### src/rtl/prg_boot_loader.sv
// rtl/prg_boot_loader.sv - byte-command PRG image loader with CPU reset hold and halt detection
`timescale 1ns/1ps
module prg_boot_loader #(
  parameter int ADDR_W       = 15,
  parameter int PC_W         = 16,
  parameter int RST_HOLD     = 4,
  parameter int STALL_CYCLES = 16
) (
  input  logic              clk,
  input  logic              rst,
  input  logic              s_valid,
  input  logic [7:0]        s_data,
  output logic              s_ready,
  output logic              mem_we,
  output logic [ADDR_W-1:0] mem_addr,
  output logic [7:0]        mem_wdata,
  output logic              cpu_run,
  input  logic [PC_W-1:0]   cpu_pc,
  output logic              busy,
  output logic              err,
  output logic              halted,
  output logic [PC_W-1:0]   halt_pc
);

  typedef enum logic [3:0] {
    S_CMD, S_A_LO, S_A_HI, S_L_LO, S_L_HI, S_DATA, S_HOLD, S_RUN, S_HALT
  } state_t;

  localparam logic [7:0]  HOLD_INIT = 8'(RST_HOLD);
  localparam logic [15:0] STALL_TOP = 16'(STALL_CYCLES - 1);

  state_t            state;
  logic [ADDR_W-1:0] addr;
  logic [15:0]       len;
  logic [7:0]        hold_cnt;
  logic [15:0]       stall_cnt;
  logic [PC_W-1:0]   pc_last;
  logic              pc_seen;
  logic              accept;

  assign s_ready = (state != S_HOLD) && (state != S_RUN) && (state != S_HALT);
  assign busy    = (state != S_CMD) && (state != S_RUN) && (state != S_HALT);
  assign accept  = s_valid && s_ready;

  always_ff @(posedge clk or posedge rst) begin
    if (rst) begin
      state     <= S_CMD;
      mem_we    <= 1'b0;
      mem_addr  <= '0;
      mem_wdata <= '0;
      cpu_run   <= 1'b0;
      err       <= 1'b0;
      halted    <= 1'b0;
      halt_pc   <= '0;
      addr      <= '0;
      len       <= '0;
      hold_cnt  <= '0;
      stall_cnt <= '0;
      pc_last   <= '0;
      pc_seen   <= 1'b0;
    end else begin
      mem_we <= 1'b0;
      case (state)
        S_CMD: if (accept) begin
          if (s_data == 8'h01) begin
            state <= S_A_LO;
          end else if (s_data == 8'h02) begin
            state    <= S_HOLD;
            hold_cnt <= HOLD_INIT;
          end else begin
            err <= 1'b1;
          end
        end
        S_A_LO: if (accept) begin
          addr[7:0] <= s_data;
          state     <= S_A_HI;
        end
        // Upper address bits beyond the PRG window are simply truncated.
        S_A_HI: if (accept) begin
          addr  <= ADDR_W'({s_data, addr[7:0]});
          state <= S_L_LO;
        end
        S_L_LO: if (accept) begin
          len[7:0] <= s_data;
          state    <= S_L_HI;
        end
        S_L_HI: if (accept) begin
          len   <= {s_data, len[7:0]};
          state <= ({s_data, len[7:0]} == 16'd0) ? S_CMD : S_DATA;
        end
        S_DATA: if (accept) begin
          mem_we    <= 1'b1;
          mem_addr  <= addr;
          mem_wdata <= s_data;
          addr      <= addr + ADDR_W'(1);
          len       <= len - 16'd1;
          if (len == 16'd1) state <= S_CMD;
        end
        S_HOLD: begin
          if (hold_cnt == 8'd1) begin
            hold_cnt  <= '0;
            cpu_run   <= 1'b1;
            pc_seen   <= 1'b0;
            stall_cnt <= '0;
            state     <= S_RUN;
          end else begin
            hold_cnt <= hold_cnt - 8'd1;
          end
        end
        // First RUN cycle only primes pc_last; comparisons start on the next one.
        S_RUN: begin
          pc_last <= cpu_pc;
          pc_seen <= 1'b1;
          if (pc_seen && (cpu_pc == pc_last)) begin
            if (stall_cnt == STALL_TOP) begin
              state   <= S_HALT;
              halted  <= 1'b1;
              halt_pc <= cpu_pc;
            end else begin
              stall_cnt <= stall_cnt + 16'd1;
            end
          end else begin
            stall_cnt <= '0;
          end
        end
        S_HALT:  state <= S_HALT;
        default: state <= S_CMD;
      endcase
    end
  end

endmodule

### config.mk
export PLATFORM = sky130hd
export DESIGN_NAME = prg_boot_loader
export DESIGN_NICKNAME = d
export VERILOG_FILES = /design/src/rtl/prg_boot_loader.sv
export SDC_FILE = /design/constraint.sdc
export NUM_CORES = 1
export LEC_CHECK = 0
export ABC_AREA = 1
export BUFFER_PORTS_ARGS = -buffer_cell sky130_fd_sc_hd__buf_4
export CAP_MARGIN = 15
export CORE_UTILIZATION = 55
export CTS_CLUSTER_DIAMETER = 150
export DETAILED_ROUTE_END_ITERATION = 6
export PLACE_DENSITY_LB_ADDON = 0.25
export SYNTH_ARGS = -nofsm -noshare
export SYNTH_HDL_FRONTEND = slang
export SYNTH_SLANG_ARGS = --single-unit
### constraint.sdc
create_clock -name clk -period 6.35 [get_ports clk]
set_input_delay 0.9525 -clock clk [delete_from_list [all_inputs] [get_ports clk]]
set_output_delay 0.9525 -clock clk [all_outputs]
set_load 0.005 [all_outputs]
==> results of run 1 <==
[sequential cells by signal, summed over array words and instances (netlist names)]
name and flops:
addr 15, cpu_run 1, err 1, halt_pc 16, halted 1, hold_cnt 8
len 16, mem_addr 15, mem_wdata 8, mem_we 1, pc_last 16, pc_seen 1
stall_cnt 16, state 4
[final cells by class]
cell class / count / area [µm²] / area share, %
multi-input cells: 662 / 3208 / 39.72
flip-flops and latches: 119 / 2978 / 36.87
repair buffers: 72 / 540.5 / 6.692
clock buffers: 17 / 425.4 / 5.267
well taps: 168 / 210.2 / 2.603
clock inverters: 15 / 227.7 / 2.820
inverters: 127 / 486.7 / 6.026
[layout by cell type (no fill, tap or decap), types with 4 or more instances in the layout]
master	count
a22oi_1	4
nand4_1	26
o21ai_1	13
clkbuf_16	17
nand2_1	254
o21ai_0	76
xor2_1	10
buf_4	72
mux2_1	4
nand3_1	50
ha_1	7
inv_4	4
inv_1	117
nor2_2	5
clkinv_4	5
nor4_1	4
inv_2	5
nor3_1	17
nor2_1	122
a31oi_1	7
nand2_2	4
dfrtp_1	119
a21oi_2	9
bufinv_16	5
a21oi_1	24
[worst min path at each step]
stage                       start  endpoint  slack (ns)  cells past startpoint
final                      halted    halted        0.46                      2
after global routing      cpu_run   cpu_run        0.49                      1
after CTS                  halted    halted        0.47                      2
after detailed placement   halted    halted        0.46                      2
after global placement     halted    halted        0.45                      2
after floorplan            len[6]    len[6]        0.44                      2
[power by group]
part / internal, mW / leakage (nW) / switching [mW] / total (mW)
sequential: 1.02 / 1.47 / 0.218 / 1.24
combinational: 0.470 / 2.31 / 0.769 / 1.24
clock: 0.698 / 0.313 / 0.360 / 1.06
[layer usage]
metal / vias up / part of all wire [%] / GRT usage, %
met5: - / 0 / 0
met1: 2927 / 47 / 37.43
met3: 23 / 6.1 / 6.909
met4: 0 / 1.3 / 8.596
met2: 208 / 45 / 40.78
li1: 3125 / - / -
[metrics by stage]
stage               total power, mW  instances  util [%]  setup WS, ns
floorplan                     2.099        929         -         2.240
global placement              2.427       1148     61.55         3.771
detailed placement            2.466       1148     61.55         3.714
CTS                           3.545       1180     66.96         3.376
global route                  3.795       1180     66.96         3.225
finish                        3.538       1180     66.96         3.386
[logic make-up after synthesis]
kind of cell             share of synthesized area, %
multiplexers                                   0.9908
AO/OA/AOI/OAI                                   11.56
AND/OR/NAND/NOR                                 31.54
buffers and inverters                           9.284
XOR/XNOR                                        1.670
flip-flops                                      43.67
adder cells (fa/ha/maj)                         1.284
[worst max-delay path: stages, from the launching register on]
cell and delay, ns:
dfrtp_1 0.47, nand2_1 0.11, clkinv_1 0.08, nand2_2 0.48, nand2_2 0.16, nor2_4 0.16
buf_4 0.13
==> metrics, run 1 <==
CP max FO=39; clock period minus worst slack=2.964 ns; commonest register cell after synthesis=dfrtp_1; share of layout cells above drive strength 1=14.62%; #FFs+latches synth=119; Final Hold Viols=0; die area=0.01285 mm²; CORE AREA=0.01206 mm²; Hold Path Class=reg -> reg; die width=113.3 µm; Post-synth top cells=nand2_1 (254), nor2_1 (122), dfrtp_1 (119); Total Routing Usage GR=26.78%; total CTS buffers=17; critical path endpoint category=primary output; unrepaired setup endpoints after global routing=no; worst r2r src=state[1]; final cycle utilization of the critical path=46.68%; antenna violations before repair=0; Leakage Power=4.087 nW; Slew @ Worst Pin=0.8674 ns; Final Skew=0.004789 ns; Cell Pwr Density=438.0 mW/mm²; via count=6283; Slew HR=42.17%; Synthesis Warnings=0; H-Tree Depth=4; standard-cell rows=40; cts hold-fix bufs=0; hpwl dp=11290 µm; startpoint types=register; Post-Syn Area=0.006819 mm²; CTS tree=done; Starting Density=56.54%; port buffer count=71; Post-CTS Repair Setup Buffers=0; R2R Path End=mem_wdata[7]; final net count=1033; WS Path Type=reg -> out; GRT Residual Overflow=0; Yosys top cell by area=dfrtp_1; GP Congestion=0.9276; Worst-Skew Late Latency=0.42 ns; R2R cell count=8; die height=113.3 µm; Filler Cell Count=1036; vias in the first global route=5755; number of synthesized flops with an enable pin=0; outcome=complete, no violations; top-count cell post-synth=nand2_1; DRT Wirelength=16130 µm; detailed-route DRC error count=0; max-slew violation count=0; post-synthesis cell count=929; Setup crit end=s_ready; Worst Path Required=5.40 ns; register area share after synthesis=43.67%; Reg2Reg Setup Slack=3.74 ns; Final Cell Area=0.008077 mm²; CP Data Arrival Time=2.01 ns; io pins=72; Syn-to-layout area delta=18.44%; detailed router's first-iteration violation count=505; syn_area_per_cell=7.340 µm²; DR pass1 iterations=6; Max-cap violations=0; share of synthesized registers carrying an async set or reset=100.0%; pin count of the biggest net entering global routing=71; maximum clock frequency=0.3374 GHz; Worst VDD drop=270.1 µV; Diodes inserted=0; Net Count, Synth=963; WHS=0.4631 ns; antenna-violating nets left=0; post-CTS sizing=0; root buf cell=clkbuf_16; clk slew on worst S/H paths=0.06 ns; drt via density=5.325; routed len/inst=13.67 µm; endpoints failing setup=0; synth unique cells=44; Sink Count=119; CTS Buffer Depth=2; launch point of the worst path=state[1]; DP Area=0.007423 mm²; Area contributors post-synth=dfrtp_1 (44%), nand2_1 (14%), nor2_1 (6.7%); top-area cell type share of the netlist area=43.67%; TNS Setup=0 ns; first-pass GRT wire length=27050 µm
Note: power is estimated with default switching activity, not from simulation.
==> inputs of run 2 (changes only) <==
--- a/config.mk
+++ b/config.mk
@@ -5,7 +5,7 @@
 export SDC_FILE = /design/constraint.sdc
 export NUM_CORES = 1
 export LEC_CHECK = 0
-export ABC_AREA = 1
+export ABC_AREA = 0
 export BUFFER_PORTS_ARGS = -buffer_cell sky130_fd_sc_hd__buf_4
 export CAP_MARGIN = 15
 export CORE_UTILIZATION = 55
==> constraint.sdc (replaced) <==
create_clock -name clk -period 2.8 [get_ports clk]
set_input_delay 0.42 -clock clk [delete_from_list [all_inputs] [get_ports clk]]
set_output_delay 0.42 -clock clk [all_outputs]
set_load 0.005 [all_outputs]
==> metrics, run 2 <==
Switch Pwr=2.711 mW (+100%); Net Count, Synth=700 (-27%); max-slew violation count=0 (unchanged); die area=0.01133 mm² (-12%); total CTS buffers=17 (unchanged); Final Hold Viols=1 (+1); WHS=-0.001136 ns (-0.4643 ns); DR pass1 iterations=5 (-1); standard-cell rows=37 (-7.5%); FF/Latch Area=0.002978 mm² (unchanged); port buffer count=71 (unchanged); Slew HR=54.37% (+12 points); final cycle utilization of the critical path=90.91%; final net count=771 (-25%); post-synthesis cell count=666 (-28%); violated checks=negative hold slack; fin util=69.71% (+2.7 points); CTS Buffer Depth=2 (unchanged); footprint of the multi-input gates=0.002826 mm² (-12%); routed len/inst=16.33 µm (+19%); Starting Density=57.32% (+0.78 points); Post-Layout Cell Count=886 (-25%); WS Path Type=reg -> reg; drt via density=6.019 (+13%); CTS tree=done; Clk pwr share=28.9% (-1.0 points); Hold Path Class=in -> async; share of synthesized registers carrying an async set or reset=100.0% (unchanged); unrepaired setup endpoints after global routing=no; Worst-Skew Late Latency=0.51 ns (+0.09 ns); detailed-route DRC error count=0 (unchanged); root buf cell=clkbuf_8; via count=5333 (-15%); Post-CTS Repair Setup Buffers=0 (unchanged); GP Congestion=0.9002 (-3.0%); Syn-to-layout area delta=21.61%; Total Routing Usage GR=27.04% (+0.26 points); switch share=36.87% (-1.2 points); post-CTS sizing=0 (unchanged); Cells after DPL=854 (-26%); register area share after synthesis=49.66% (+6.0 points); Gate power share=32.9% (-2.1 points); CORE AREA=0.01046 mm² (-13%); Cell Pwr Density=1008 mW/mm² (+130%); GRT Residual Overflow=0 (unchanged); Area contributors post-synth=dfrtp_1 (50%), nand2_1 (8.8%), o21ai_0 (4.6%); CP Data Arrival Time=2.94 ns (+0.93 ns); maximum clock frequency=0.3929 GHz; pin count of the biggest net entering global routing=52 (-27%); Leakage Power=3.396 nW (-17%); #FFs+latches synth=119 (unchanged); Yosys top cell by area=dfrtp_1; TNS Setup=0 ns (unchanged); outcome=complete, but fails checks; part of the power in registers=38.2% (+3.1 points); number of synthesized flops with an enable pin=0 (unchanged); vias in the first global route=5072 (-12%); die height=106.4 µm (-6.1%); most frequent cells in the layout=nand2_1 (140), dfrtp_1 (119), buf_4 (83), o21ai_0 (55), nor2_1 (46); io pins=72 (unchanged); commonest non-fill, non-tap cell in the layout=nand2_1; internal power=4.641 mW (+110%); startpoint types=register; Slew @ Worst Pin=0.6782 ns (-0.1892 ns); Final Skew=0.009127 ns (+0.004339 ns); Worst VDD drop=546.6 µV (+100%); Post-Syn Area=0.005997 mm² (-12%); DRT Wirelength=14470 µm (-10%); Filler Cell Count=816 (-21%); top-count cell post-synth=nand2_1; share of layout cells above drive strength 1=20.00% (+5.4 points); commonest register cell after synthesis=dfrtp_1; Synthesis Warnings=0 (unchanged); clk slew on worst S/H paths=0.06 ns (about the same); Max-cap violations=0 (unchanged); hpwl dp=9681 µm (-14%); Sink Count=119 (unchanged); critical path endpoint category=register; endpoints failing setup=0 (unchanged); first-pass GRT wire length=24230 µm (-10%); Post-synth top cells=nand2_1 (140), dfrtp_1 (119), o21ai_0 (55); Worst Path Required=3.19 ns (-2.21 ns); syn_area_per_cell=9.005 µm² (+23%); clock period minus worst slack=2.545 ns; H-Tree Depth=4 (unchanged); synth unique cells=58 (+32%); detailed router's first-iteration violation count=356 (-30%); Diodes inserted=0 (unchanged); antenna-violating nets left=0 (unchanged); cts hold-fix bufs=0 (unchanged); CP max FO=8 (-79%); die width=106.4 µm (-6.1%); antenna violations before repair=0 (unchanged); top-area cell type share of the netlist area=49.66% (+6.0 points)
run 2: layout make-up:
class	instances	area share (%)
timing repair buffer	85	9.092
clock inverter	14	2.042
tap	136	2.333
clock buffer	18	5.867
sequential	119	40.83
multi-input combinational	494	38.75
inverter	20	1.081
run 2: metrics by stage:
stage,power [mW],worst slack (ns),hold slack (ns),cell area (µm²)
after CTS,7.345,0.2802,0.007932,7293
final,7.352,0.2546,-0.001136,7293
after global placement,5.032,0.3361,0.4551,6716
after detailed placement,5.176,0.2918,0.4618,6716
after global routing,7.831,0.09207,0.02605,7293
after floorplan,4.322,0.4316,0.4358,6001
run 2: cell families (layout without fill, tap and decap cells):
| group | Yosys count | in the layout | synth area share, % |
|---|---|---|---|
| and+or+nand+nor | 284 | 284 | 21.78 |
| AOI/OAI and AO/OA | 167 | 167 | 17.55 |
| DFF | 119 | 119 | 49.66 |
| buffers and inverters | 53 | 137 | 3.401 |
| muxes | 23 | 23 | 4.256 |
| xor gates and xnor gates | 13 | 13 | 1.899 |
| adders and majority gates | 7 | 7 | 1.460 |
run 2: critical path: stages (launching register included):
cell and delay [ns]:
dfrtp_1 0.45, or4_4 0.58, or3_4 0.40, nor2b_2 0.13
nand4b_1 0.16, a211oi_2 0.34, mux2_2 0.37
run 2: power groups by stage:
stage,registers [mW],clock network (mW),logic (mW)
2_1_floorplan,2.67,0,1.65
3_3_place_gp,2.77,0,2.26
3_5_place_dp,2.80,0,2.37
4_1_cts,2.79,2.14,2.41
5_1_grt,2.88,2.24,2.71
6_report,2.81,2.12,2.42
run 2: path summary, 6_finish.rpt:
kind / cells after the start / slack (ns) / start / to
min: 2 / -0.001 / rst / len[7]
max reg2reg: 6 / 0.25 / len[4] / state[2]
max: 6 / 0.25 / len[4] / state[2]
min reg2reg: 2 / 0.48 / mem_addr[1] / mem_addr[1]
max in group asynchronous: 3 / 2.14 / rst / pc_last[2]
min in group clk: 3 / 0.12 / cpu_pc[1] / pc_last[1]
run 2: metal layers:
layer | GRT usage [%] | up-vias | part of all wire (%)
li1 | - | 2500 | -
met2 | 43.14 | 189 | 49
met4 | 11.84 | 0 | 2.2
met3 | 5.518 | 33 | 5.1
met1 | 35.81 | 2611 | 44
met5 | 0 | - | 0
==> inputs of run 3 (changes only) <==
==> constraint.sdc (replaced) <==
create_clock -name clk -period 2.5 [get_ports clk]
set_input_delay 0.375 -clock clk [delete_from_list [all_inputs] [get_ports clk]]
set_output_delay 0.375 -clock clk [all_outputs]
set_load 0.005 [all_outputs]
==> metrics, run 3 (synthesis gave the netlist of run 2 again) <==
detailed router's first-iteration violation count=530 (+49%); Switch Pwr=3.013 mW (+11%); endpoints failing setup=0 (unchanged); io pins=72 (unchanged); pin count of the biggest net entering global routing=74 (+42%); Syn-to-layout area delta=24.14%; CTS Buffer Depth=2 (unchanged); die area=0.01133 mm² (unchanged); part of the power in registers=37.3% (-0.9 points); Clk pwr share=29.1% (+0.2 points); CP Buf/Inv Count=0 (unchanged); die height=106.4 µm (unchanged); routed len/inst=15.97 µm (-2.2%); Pwr Total=8.405 mW (+14%); max-slew violation count=0 (unchanged); TNS Setup=0 ns (unchanged); Worst path max stage delay=0.56 ns (-0.02 ns); CTS tree=done; critical path endpoint category=register; hpwl dp=9727 µm (+0.47%); Cell Pwr Density=1129 mW/mm² (+12%); most frequent cells in the layout=nand2_1 (140), dfrtp_1 (117), buf_4 (94), o21ai_0 (55), nor2_1 (46); Post-Layout Cell Count=898 (+1.4%); total CTS buffers=17 (unchanged); vias in the first global route=5235 (+3.2%); internal power=5.392 mW (+16%); Worst-Skew Late Latency=0.52 ns (about the same); clock period minus worst slack=2.409 ns (-0.1359 ns); final net count=783 (+1.6%); Total Routing Usage GR=26.94% (-0.097 points); Starting Density=57.32% (unchanged); WHS=0.06719 ns (+0.06833 ns); Setup crit end=state[1]; DRT Wirelength=14340 µm (-0.88%); Cells after DPL=864 (+1.2%); DP Worst Slack=0.03657 ns (-0.2553 ns); drt via density=6.006 (-0.23%); WS Path Type=reg -> reg; Hold Crit Start=cpu_pc[8]; fin util=71.16% (+1.4 points); Gate power share=33.6% (+0.7 points); CP Data Arrival Time=2.81 ns (-0.13 ns); outcome=complete, but fails checks; Slowest cell on crit path=or4_4; final cycle utilization of the critical path=96.38% (+5.5 points); DRT met1 WL=6084 µm (-4.0%); DR pass1 iterations=7 (+2); maximum clock frequency=0.4150 GHz (+5.6%); Leakage Power=3.471 nW (+2.2%); met2 WL=7107 µm (+0.37%); DP Area=0.006792 mm² (+1.1%); Hold Path Class=in -> reg; antenna violations before repair=0 (unchanged); R2R Path End=state[1]; Filler Cell Count=808 (-0.98%); first-pass GRT wire length=24270 µm (+0.20%); footprint of the multi-input gates=0.002856 mm² (+1.1%); Slew @ Worst Pin=0.6502 ns (-0.02804 ns); port buffer count=71 (unchanged); standard-cell rows=37 (unchanged); root buf cell=clkbuf_8; share of layout cells above drive strength 1=21.52% (+1.5 points); commonest non-fill, non-tap cell in the layout=nand2_1; detailed-route DRC error count=2 (+2); CORE AREA=0.01046 mm² (unchanged); Sink Count=119 (unchanged); Worst VDD drop=529.6 µV (-3.1%); violated checks=design-rule violations; Final Cell Area=0.007445 mm² (+2.1%); Max-cap violations=0 (unchanged); FF/Latch Area=0.002980 mm² (about the same); Final Hold Viols=0 (-1); Final Skew=0.004911 ns (-0.004216 ns); Worst Path Required=2.90 ns (-0.29 ns); startpoint types=register; Final WS setup=0.09050 ns (-0.1641 ns); die width=106.4 µm (unchanged); Slew HR=56.25% (+1.9 points); clk slew on worst S/H paths=0.06 ns (about the same); GP Congestion=0.8603 (-4.4%); H-Tree Depth=4 (unchanged); DR top layer=met4; CP max FO=4 (-4); Reg2Reg Setup Slack=0.09 ns (-0.16 ns); launch point of the worst path=len[4]; CP Depth=6 (unchanged); Diodes inserted=0 (unchanged); switch share=35.85% (-1.0 points); crit-path leading delay family=simple AND/OR/NAND/NOR gates; met3 wire length=789 µm (+7.9%); worst r2r src=len[4]; GRT Residual Overflow=0 (unchanged); via count=5393 (+1.1%); R2R cell count=6 (unchanged); cell-by-cell trace of the critical path=or4_4 > or3_4 > nor2b_4 > nand4b_1 > a211oi_4 > mux2_4; antenna-violating nets left=0 (unchanged)
==> run 3: what timing repair did <==
action,4_1_cts,5_1_grt
endpoints found under the setup margin,0,4
hold buffers,1,0
buffers inserted,0,1
gates resized for setup,0,8
hold endpoints to repair,5,0
==> run 3: final cells by class <==
class | instances | area share (%)
clock buffer | 18 | 5.748
clock inverter | 14 | 2.353
inverter | 20 | 1.059
multi-input combinational | 494 | 38.37
sequential | 119 | 40.03
tap | 136 | 2.286
timing repair buffer | 97 | 10.15
==> run 3: power by group through the flow <==
stage	Sequential [mW]	Combinational, mW	Clock [mW]
after floorplan	2.99	1.85	0
after global placement	3.09	2.59	0
after detailed placement	3.13	2.71	0
after CTS	3.11	2.73	2.49
after global routing	3.22	3.17	2.57
final	3.13	2.82	2.45
==> run 3: how the worst min path moves through the flow <==
stage,endpoint,slack (ns),cells past startpoint
floorplan,hold_cnt[7],0.44,1
global route,pc_last[11],0.07,3
detailed placement,halted,0.31,2
finish,pc_last[8],0.07,3
CTS,pc_last[8],0.06,3
global placement,halted,0.30,2
==> run 3: routing by layer <==
layer  vias to the layer above  track usage, %
met1                      2591           33.13
li1                       2535               -
met3                        39           4.844
met2                       228           45.41
met4                         0           13.80
met5                         -               0
==> run 3: worst register-to-register path, cell delays in order, from the launching register on <==
cell and delay (ns):
dfrtp_1 0.38, or4_4 0.56, or3_4 0.37, nor2b_4 0.12
nand4b_1 0.18, a211oi_4 0.37, mux2_4 0.33
